[config.mk]
export PLATFORM = sky130hd
export DESIGN_NAME = decode3_8_seq
export DESIGN_NICKNAME = d
export VERILOG_FILES = /design/src/rtl/decode3_8_seq.sv
export SDC_FILE = /design/constraint.sdc
export NUM_CORES = 1
export LEC_CHECK = 0
export CAP_MARGIN = 15
export CORE_MARGIN = 5
export CORE_UTILIZATION = 62
export CTS_CLUSTER_DIAMETER = 40
export CTS_CLUSTER_SIZE = 14
export DETAILED_ROUTE_END_ITERATION = 8
export DONT_BUFFER_PORTS = 1
export GPL_ROUTABILITY_DRIVEN = 0
export PLACE_DENSITY = 0.74
export SKIP_CTS_REPAIR_TIMING = 1
export SYNTH_ARGS = -nofsm -noshare
export SYNTH_HDL_FRONTEND = slang
export SYNTH_SLANG_ARGS = --single-unit
[constraint.sdc]
create_clock -name clk -period 2.2 [get_ports clk]
set_input_delay 0.44 -clock clk [delete_from_list [all_inputs] [get_ports clk]]
set_output_delay 0.44 -clock clk [all_outputs]
set_load 0.05 [all_outputs]
[src/rtl/decode3_8_seq.sv]
// Registered 3-to-8 one-hot decoder with valid/ready handshake and a built-in
// scan sequencer that walks codes 0..7 for decoder->encoder loopback self-test.
// Optional feature macro: DECODE_PAR_EN adds in_par/par_err with an even-parity
// check on incoming codes.
//
// state | meaning
// IDLE  | no beat held, ready for input or a scan request
// HOLD  | holding a decoded input beat, acts as a one-deep pipe
// SCAN  | sequencer running, emitting code step%8 for DWELL cycles each

module decode3_8_seq #(
    parameter int DWELL      = 3,
    parameter int SCAN_STEPS = 15
) (
    input  logic       clk,
    input  logic       rst,
    input  logic [2:0] in,
    input  logic       in_valid,
    output logic       in_ready,
    input  logic       scan_start,
    output logic [7:0] out,
    output logic       out_valid,
    input  logic       out_ready,
    output logic       scan_busy,
`ifdef DECODE_PAR_EN
    input  logic       in_par,
    output logic       par_err,
`endif
    output logic       scan_done
);

    localparam int DW = (DWELL > 1) ? $clog2(DWELL) : 1;
    localparam logic [DW-1:0] DWELL_LAST = DW'(DWELL - 1);
    localparam logic [5:0]    STEP_LAST  = 6'(SCAN_STEPS - 1);

    typedef enum logic [1:0] {
        IDLE = 2'd0,
        HOLD = 2'd1,
        SCAN = 2'd2
    } state_t;

    state_t        state;
    logic [5:0]    step;
    logic [DW-1:0] dwell;
    logic          beat_err;
    logic [7:0]    beat_out;
    logic [5:0]    step_nxt;

    function automatic logic [7:0] onehot(input logic [2:0] code);
        return 8'h01 << code;
    endfunction

`ifdef DECODE_PAR_EN
    assign beat_err = (in_par != ^in);
`else
    assign beat_err = 1'b0;
`endif

    // A parity-failing beat is still delivered, but with no line selected.
    assign beat_out = beat_err ? 8'h00 : onehot(in);
    assign step_nxt = step + 6'd1;

    // Ready depends only on state and the sink, never on in_valid.
    assign in_ready  = (state == IDLE) || ((state == HOLD) && out_ready);
    assign scan_busy = (state == SCAN);

    // Main sequencer: state, output beat, scan step/dwell counters and done pulse.
    always_ff @(posedge clk or posedge rst) begin
        if (rst) begin
            state     <= IDLE;
            out       <= 8'h00;
            out_valid <= 1'b0;
            scan_done <= 1'b0;
            step      <= 6'd0;
            dwell     <= '0;
        end else begin
            scan_done <= 1'b0;
            case (state)
                IDLE: begin
                    if (in_valid) begin
                        out       <= beat_out;
                        out_valid <= 1'b1;
                        state     <= HOLD;
                    end else if (scan_start) begin
                        out       <= 8'h01;
                        out_valid <= 1'b1;
                        step      <= 6'd0;
                        dwell     <= '0;
                        state     <= SCAN;
                    end
                end
                HOLD: begin
                    if (out_ready) begin
                        if (in_valid) begin
                            out <= beat_out;
                        end else begin
                            out       <= 8'h00;
                            out_valid <= 1'b0;
                            state     <= IDLE;
                        end
                    end
                end
                SCAN: begin
                    if (dwell == DWELL_LAST) begin
                        if (out_ready) begin
                            dwell <= '0;
                            if (step == STEP_LAST) begin
                                out       <= 8'h00;
                                out_valid <= 1'b0;
                                scan_done <= 1'b1;
                                step      <= 6'd0;
                                state     <= IDLE;
                            end else begin
                                step <= step_nxt;
                                out  <= onehot(step_nxt[2:0]);
                            end
                        end
                    end else begin
                        dwell <= dwell + 1'b1;
                    end
                end
                default: begin
                    state     <= IDLE;
                    out       <= 8'h00;
                    out_valid <= 1'b0;
                end
            endcase
        end
    end

`ifdef DECODE_PAR_EN
    // Error flag travels with the beat it describes; scan beats are always clean.
    always_ff @(posedge clk or posedge rst) begin
        if (rst) begin
            par_err <= 1'b0;
        end else begin
            case (state)
                IDLE:    par_err <= in_valid & beat_err;
                HOLD:    if (out_ready) par_err <= in_valid & beat_err;
                default: par_err <= 1'b0;
            endcase
        end
    end
`endif

endmodule

==> out/metrics.cfg <==
[route]
wl_per_cell_um = 17.01
met2_wirelength_um = 1314
detailroute.wirelength.met3_um = 134
wl_um = 2654
route.layer.met1.wl_um = 1192
drt_pass1_iterations = 4
ant_nets = 0
drc = 0
detailedRoute.firstIterationViolations = 31
num_vias = 997
route.top_layer_used = met4
vias_per_cell = 6.391

[cells_and_area]
layout.cell_area.non_filler_um2 = 1331
antenna_cells = 0
finalNonFillerCells = 156
fin_nets = 144
layout-drive-gt1-share_pct = 16.28
area_growth_from_synthesis_to_layout_pct = 0.1886
finish.utilization_pct = 66.50

[synth]
synth_async_sr_flop_share_pct = 100.0
post_synthesis_net_count = 144
synth_top_cell_by_area = sky130_fd_sc_hd__dfrtp_1
yosys.area.top_type_share_pct = 37.66
ys_top_cells_by_count = sky130_fd_sc_hd__dfrtp_1, sky130_fd_sc_hd__nand2_1, sky130_fd_sc_hd__a21oi_1, sky130_fd_sc_hd__nor2_1, sky130_fd_sc_hd__a22o_1
yosys_register_bits = 20
syn-mean-instance-area_um2 = 10.14
synth_seq_area_share_pct = 37.66
yosys.cell_types.count = 43
synth_enable_flop_cells = 0
post_synth_main_area_contributors = sky130_fd_sc_hd__dfrtp_1, sky130_fd_sc_hd__ha_1, sky130_fd_sc_hd__a22o_1
synth_cells = 131
number_of_warnings_reported_in_the_yosys_synthesis_log = 0
yosys.cell_count.top_type = sky130_fd_sc_hd__dfrtp_1
cell_area_after_synthesis_um2 = 1329
yosys_most_used_dff = sky130_fd_sc_hd__dfrtp_1

[sta]
relSlewSlack_pct = 50.72
timing_hold_violations_final = 0
timing.clock.skew_ps = 5.439
max_freq_mhz = 499.4
fin_crit_ps = 2002
final_max_slew_viol_count = 0
tightestPinTransition_ps = 738.5
setup_total_negative_slack_ps = 0
setup_viol_count_final = 0
fin_worst_hold_slack_ps = 147.9
rsz0062_at_grt = false
finalCritPeriodShare_pct = 91.01
setup_ws_ps = 197.7

[pwr]
totalPowerFinal_mw = 0.9053
irDropWorstVdd_mv = 0.4719
total_leakage_power_nw = 0.5766
power-per-cell-area_nw_per_um2 = 680.1

[place]
preCtsSetupSlack_ps = 507.9
buffer_ports.inserted = 0
placed_cells = 153
dp.final_hpwl_um = 2065
placed_cell_area_um2 = 1309

[critical_path]
cp_slowest_cell = sky130_fd_sc_hd__dfrtp_1
crit_path_cell_trace = nor2b_1 -> nor2_1 -> buf_4
crit_path_start_kind = register
critical_path_peak_fanout = 9
crit_arrival_ps = 1560
crit_path_end_kind = output port
worstSetupPathType = reg -> out
timing.critical_path.slowest_cell_delay_ps = 530
wp_data_required_ps = 1760

[floorplan]
floorplan.core_area_um2 = 2002
die_y_um = 56.30
floorplan.initialDensity_pct = 66.37
io_pins = 20
placement_rows = 16
die_area_um2 = 3169
die_boundary_width_um = 56.30

[global_route]
grt_pass1_wl_um = 4478
grt_start_max_net_pins = 21
global_route_usage_over_all_layers_pct = 17.33
global_route.overflow_total = 0
antenna_violations_before_repair = 0
grt_pass1_vias = 980

[status]
status = completed

[clock_network]
cts_inserted_buffers = 3
buffer_cell_driving_the_clock_tree_root = sky130_fd_sc_hd__clkbuf_4
clock_insertion_delay_worst_skew_ps = 290
clk_pin_slew_worst_setup_hold_paths_ps = 110
tritoncts_clock_tree = yes
total_number_of_clock_tree_sinks = 20
cts-root-to-sink-buffers = 2
htree_levels = 1

[min_path]
min_delay_path_class = in -> async

[job]
timing.max_cap.violations = 0

[path summary, 6_finish.rpt]
path	slack, ps	startpoint	to	cells past startpoint
worst max-delay path	200	state[0]$_DFFE_PP0P_	in_ready	3
worst min-delay path	150	rst	step[1]$_DFFE_PP0P_	1
worst max register to register	470	step[0]$_DFFE_PP0P_	out[5]$_DFFE_PP0P_	6
worst min register to register	590	dwell[1]$_DFFE_PP0P_	dwell[1]$_DFFE_PP0P_	1
max in group asynchronous	1590	rst	state[0]$_DFFE_PP0P_	1
min in group clk	280	in_valid	state[0]$_DFFE_PP0P_	2
[layout make-up]
cell class	instances	area, µm²
sequential	20	500.5
multi-input combinational	99	739.5
timing repair buffer	1	7.507
clock buffer	3	22.52
tap	27	33.78
fill	174	670.6
inverter	6	27.53
[critical path: cells and delay by family (launching register included)]
family,cells,cell delay [ps]
buffers and inverters,1,210
AND/OR/NAND/NOR,2,540
flip-flops,1,530
[metal layers]
metal  vias up  track usage, %
met2        28           29.05
met5         -               0
met1       485           22.87
li1        482               -
met4         0           4.746
met3         2           3.211
[cell usage in the layout, fill, tap and decap left out, types with 4 or more instances in the layout]
cell,instances
sky130_fd_sc_hd__dfrtp_1,20
sky130_fd_sc_hd__nand2_1,13
sky130_fd_sc_hd__nor2_1,9
sky130_fd_sc_hd__a21oi_1,9
sky130_fd_sc_hd__a22o_1,7
sky130_fd_sc_hd__nor3_1,5
sky130_fd_sc_hd__o21ai_0,5
sky130_fd_sc_hd__inv_1,5
sky130_fd_sc_hd__ha_1,5
sky130_fd_sc_hd__o31ai_1,4
sky130_fd_sc_hd__nand3_1,4
[report_power, final]
group | leakage (nW) | switching, mW | total, mW | internal (mW)
Clock | 0.0138 | 0.106 | 0.170 | 0.0636
Combinational | 0.293 | 0.115 | 0.206 | 0.0914
Sequential | 0.270 | 0.123 | 0.529 | 0.407
[state kept, by name, indices dropped and copies added, names as in the netlist]
name and flops:
step 6, out 8, out_valid 1, dwell 2, state 2, scan_done 1
[cell families after synthesis]
kind of cell,synth area share (%)
AO/OA/AOI/OAI,27.12
XOR/XNOR,1.224
adder cells (fa/ha/maj),4.708
buffers and inverters,6.685
flip-flops,37.66
multiplexers,0.8474
AND/OR/NAND/NOR,21.75
(Power assumes the default switching activity.)
==> RTL change 1, RTL diff (config.mk and constraints unchanged) <==
The option `DECODE_PAR_EN` is turned on by a define.
--- a/src/rtl/decode3_8_seq.sv
+++ b/src/rtl/decode3_8_seq.sv
@@ -8,4 +8,6 @@
 // HOLD  | holding a decoded input beat, acts as a one-deep pipe
 // SCAN  | sequencer running, emitting code step%8 for DWELL cycles each
+
+`define DECODE_PAR_EN
 
 module decode3_8_seq #(
Ports: changed (added in_par and par_err); port bits go from 20 to 22. The function was not compared with the original's and may differ.
==> RTL change 1 against the unedited design <==
Sequential cell count increased by 1. Power is 29% higher. Cell count is 7.7% higher. Wire length up 5.0%. Synthesized area unchanged. Design area increased by 3.9%. Worst setup slack got worse by 0.039 ns. Clock power up 12%. Critical path type unchanged. Highest routed layer unchanged.
==> RTL change 1: results (changes against the unedited design) <==
[grt]
grt_pass1_wl_mm = 4.671  ; +4.3%
grt_pass1_vias = 948  ; -3.3%
grt_util_all_layers = 0.1851  ; +0.01177
grt_max_degree = 22  ; +4.8%

[drt]
wire_per_inst_um = 16.59  ; -2.5%
drt_iter0_drc = 25  ; -19%
drt_first_pass_iters = 4  ; unchanged
via_per_inst = 6.327  ; -1.0%

[clock_network]
clk_pin_slew_worst_paths_ns = 0.13  ; +0.02 ns

[logic_synthesis]
synth_cell_types = 48  ; +12%
synth_commonest_cells = 21 x dfrtp_1, 17 x nand2_1, 11 x o21ai_0, 10 x ha_1, 8 x inv_1
synth-seq-area-share = 0.3955  ; +0.01883
synth_area_leaders = dfrtp_1 40%, ha_1 9.4%, nand2_1 4.8%

[place]
placed_cell_area_mm2 = 0.001356  ; +3.6%
hpwl_mm = 2.113  ; +2.3%

[run_status]
status = finished clean

[critical_path]
ff2ff_path_depth = 5  ; -1
critPathSlowestCell = dfrtp_1
rr_startpoint = step[1]$_DFFE_PP0P_
arrival_ns = 1.60  ; +0.04 ns
r2r_slack_ns = 0.34  ; -0.13 ns
r2r-end = step[5]$_DFFE_PP0P_
slowest_delay_ns = 0.60  ; +0.07 ns
worstPathMaxFanout = 13  ; +4

[pwr]
peakVddDrop_uv = 546.0  ; +16%
p_leak_nw = 0.5764  ; about the same
switching_share = 0.4248  ; +0.04532

[finish]
layout-drive-gt1-share = 0.1277  ; -0.03513
finalNetCount = 161  ; +12%

[timing]
final.setup_skew_ns = 0.01130  ; +0.005858 ns
worst_pin_slew_ns = 0.7991  ; +0.06063 ns

RTL change 1: worst max-delay path by stage:
stage	from	end	slack, ns
6_report	state[1]$_DFFE_PP0P_	scan_busy	0.16
5_1_grt	state[1]$_DFFE_PP0P_	scan_busy	0.04
4_1_cts	state[1]$_DFFE_PP0P_	scan_busy	0.16
3_5_place_dp	in[0]	out[0]$_DFFE_PP0P_	0.20
3_3_place_gp	in[0]	out[0]$_DFFE_PP0P_	0.23
2_1_floorplan	state[0]$_DFFE_PP0P_	in_ready	0.33
RTL change 1: cells by family after synthesis:
kind of cell,after synthesis,synth area share
flip-flops,21,0.3955
XOR/XNOR,2,0.01319
AND/OR/NAND/NOR,51,0.2128
buffers and inverters,13,0.04613
AO/OA/AOI/OAI,42,0.2382
adder cells (fa/ha/maj),10,0.09416
RTL change 1: power groups by stage:
stage / Combinational [W] / Sequential (W) / Clock [W]
6_report: 0.000348 / 0.000633 / 0.000190
4_1_cts: 0.000349 / 0.000631 / 0.000192
2_1_floorplan: 0.000281 / 0.000610 / 0
3_3_place_gp: 0.000334 / 0.000634 / 0
5_1_grt: 0.000385 / 0.000650 / 0.000217
3_5_place_dp: 0.000349 / 0.000638 / 0
RTL change 1: cell type report:
| cell class | instances | area [um2] |
|---|---|---|
| Multi-Input combinational cell | 105 | 744.5 |
| Fill cell | 163 | 619.3 |
| Sequential cell | 21 | 525.5 |
| Tap cell | 27 | 33.78 |
| Inverter | 8 | 30.03 |
| Clock buffer | 4 | 26.28 |
| Timing Repair Buffer | 3 | 22.52 |
RTL change 1: stage by stage:
step / setup WS, ns / power (W) / std cells / utilization / hold WS (ns)
after floorplan: 0.3298 / 0.0008911 / 139 / - / 0.4165
after global placement: 0.2284 / 0.0009680 / 164 / 0.6775 / 0.5204
after detailed placement: 0.2029 / 0.0009876 / 164 / 0.6775 / 0.5206
after CTS: 0.1577 / 0.001172 / 168 / 0.6906 / 0.1845
after global routing: 0.03511 / 0.001252 / 168 / 0.6906 / 0.2060
final: 0.1589 / 0.001171 / 168 / 0.6906 / 0.1550
RTL change 1: critical path: cells and delay by family, from the launching register on:
family / cells / cell delay [ns]
buffers and inverters: 1 / 0.28
flip-flops: 1 / 0.60
AND/OR/NAND/NOR: 1 / 0.41
RTL change 1: per-layer routing:
metal / track usage / vias up / share of wire
li1: - / 512 / -
met1: 0.2450 / 523 / 0.44
met2: 0.2838 / 26 / 0.48
met3: 0.05963 / 2 / 0.071
met4: 0.06441 / 0 / 0.0054
met5: 0 / - / 0
==> RTL change 2, RTL diff (same flow settings) <==
Without the edit above. Re-encode `state_t` (3 states) as one-hot, 3 bits wide.
--- a/src/rtl/decode3_8_seq.sv
+++ b/src/rtl/decode3_8_seq.sv
@@ -34,8 +34,8 @@
     localparam logic [5:0]    STEP_LAST  = 6'(SCAN_STEPS - 1);
 
-    typedef enum logic [1:0] {
-        IDLE = 2'd0,
-        HOLD = 2'd1,
-        SCAN = 2'd2
+    typedef enum logic [2:0] {
+        IDLE = 3'b001,
+        HOLD = 3'b010,
+        SCAN = 3'b100
     } state_t;
 
Check against the original RTL: same outputs for any inputs over 10 cycles, from zero or initial values and one cycle with rst high; not proved beyond that.
==> RTL change 2 against the unedited design <==
Synthesized area increased by 0.66%. Clock skew increased by 0.0013 ns. Design area increased by 5.1%. Largest cell class unchanged. Critical endpoint unchanged. Wire length increased by 9.8%. Die area increased by 0.53%. Global-route usage increased by 2.2 points. Worst setup slack got worse by 0.050 ns. Sequential cell count increased by 1. First-iteration DRC count increased by 3.2%.
Power is not compared: it rests on default switching activity, and its combinational part moved more than twofold at a synthesized area within 25%.
==> RTL change 2: results (changes against the unedited design) <==
[pwr]
peakVddDrop_uv = 835.9
power_frac_seq = 0.557
internal_power_w = 0.0007657
p_leak_nw = 0.6032

[grt]
grt_use_met3 = 0.04817  ; +0.01606
grt_use_met2 = 0.2954  ; +0.004895
grt_pass1_vias = 1072  ; +9.4%
grt_max_degree = 22  ; +4.8%
antenna_found_initial = 0  ; unchanged
grt_pass1_wl_mm = 5.043  ; +13%
met1_usage = 0.2632  ; +0.03458
grt_util_all_layers = 0.1955  ; +0.02218

[finish]
top_regs = out x8, step x6, state x3
fill_cells = 159  ; -8.6%
finalNetCount = 156  ; +8.3%
layout-drive-gt1-share = 0.1479  ; -0.01490
fin_cells = 169  ; +8.3%
diodes = 0  ; unchanged
design_area_mm2 = 0.001399  ; +5.1%

[logic_synthesis]
synthXorXnorAreaFrac = 0.01310  ; +0.0008553
synth_nets = 153  ; +6.3%
synth_fa_ha_area_frac = 0.04677  ; -0.0003083
yosysWarnings = 0  ; unchanged
synth_compound_area_frac = 0.2582  ; -0.01300
synthMuxAreaShare = 0.02432  ; +0.01585
avgSynthCellArea_um2 = 9.554  ; -5.8%
yosys.area.top_type = dfrtp_1
synthArstFlopShare = 1.000  ; unchanged
synth_commonest_cells = 20 x dfrtp_1, 10 x inv_1, 10 x o21ai_0, 8 x nand2_1, 8 x nor2_1
synth-seq-area-share = 0.3938  ; +0.01718
synth_cell_types = 42  ; -2.3%
synth_area_leaders = dfrtp_1 37%, a32o_1 5.2%, ha_1 4.7%

[critical_path]
ff2ff_path_depth = 6  ; unchanged
slowest_delay_ns = 0.68  ; +0.15 ns
setup.worst_path.end = in_ready
r2r-end = step[5]$_DFFE_PP0P_
cp-startpoint = state[0]$_DFFE_PP1P_
rr_startpoint = step[0]$_DFFE_PP0P_
worstPathMaxFanout = 13  ; +4
r2r_slack_ns = 0.24  ; -0.23 ns
critPathSlowestCell = dfstp_2

[drt]
drt_first_pass_iters = 4  ; unchanged
wl_met2_mm = 1.376  ; +4.7%
met1_length_mm = 1.328  ; +11%
drt_iter0_drc = 32  ; +3.2%
wire_per_inst_um = 17.24  ; +1.3%
via_per_inst = 6.367  ; -0.38%
met3_length_um = 159  ; +19%

[place]
placed_cell_area_mm2 = 0.001369  ; +4.6%
hpwl_mm = 2.156  ; +4.4%
place_ws_ns = 0.2259  ; -0.2820 ns
port_buffers = 0  ; unchanged

[timing]
max_freq_mhz = 487.2  ; -2.5%
final.setup_skew_ns = 0.006728  ; +0.001289 ns
hold_ws_ns = 0.1607  ; +0.01282 ns
worst_pin_slew_ns = 0.8032  ; +0.06472 ns

[clock_network]
htree_num_levels = 1  ; unchanged
clk_path_buf_depth = 2  ; unchanged

[run_status]
status = finished clean

RTL change 2: cell types whose count changed in the layout (fill, tap and decap cells not counted), sizes merged, moves of 4 or more:
| cell | change |
|---|---|
| a32o | +6 |
| nand2 | -6 |
| o21ai | +6 |
| nor2b | +5 |
| buf | +4 |
| inv | +4 |
RTL change 2: layout make-up:
type                       count  area share
sequential                    21      0.3766
timing repair buffer           5     0.02683
clock buffer                   3     0.01610
inverter                      11     0.03309
clock inverter                 1    0.003578
tap                           27     0.02415
multi-input combinational    101      0.5197
RTL change 2: critical path: cells and delay by family (launching register included):
kind,cells,cell delay [ns]
flip-flops,1,0.68
buffers and inverters,1,0.20
AO/OA/AOI/OAI,1,0.07
AND/OR/NAND/NOR,2,0.36
RTL change 2: cell families after synthesis:
logic type,after synthesis
AO/OA/AOI/OAI,45
XOR/XNOR,2
adder cells (fa/ha/maj),5
buffers and inverters,18
flip-flops,21
multiplexers,3
AND/OR/NAND/NOR,46
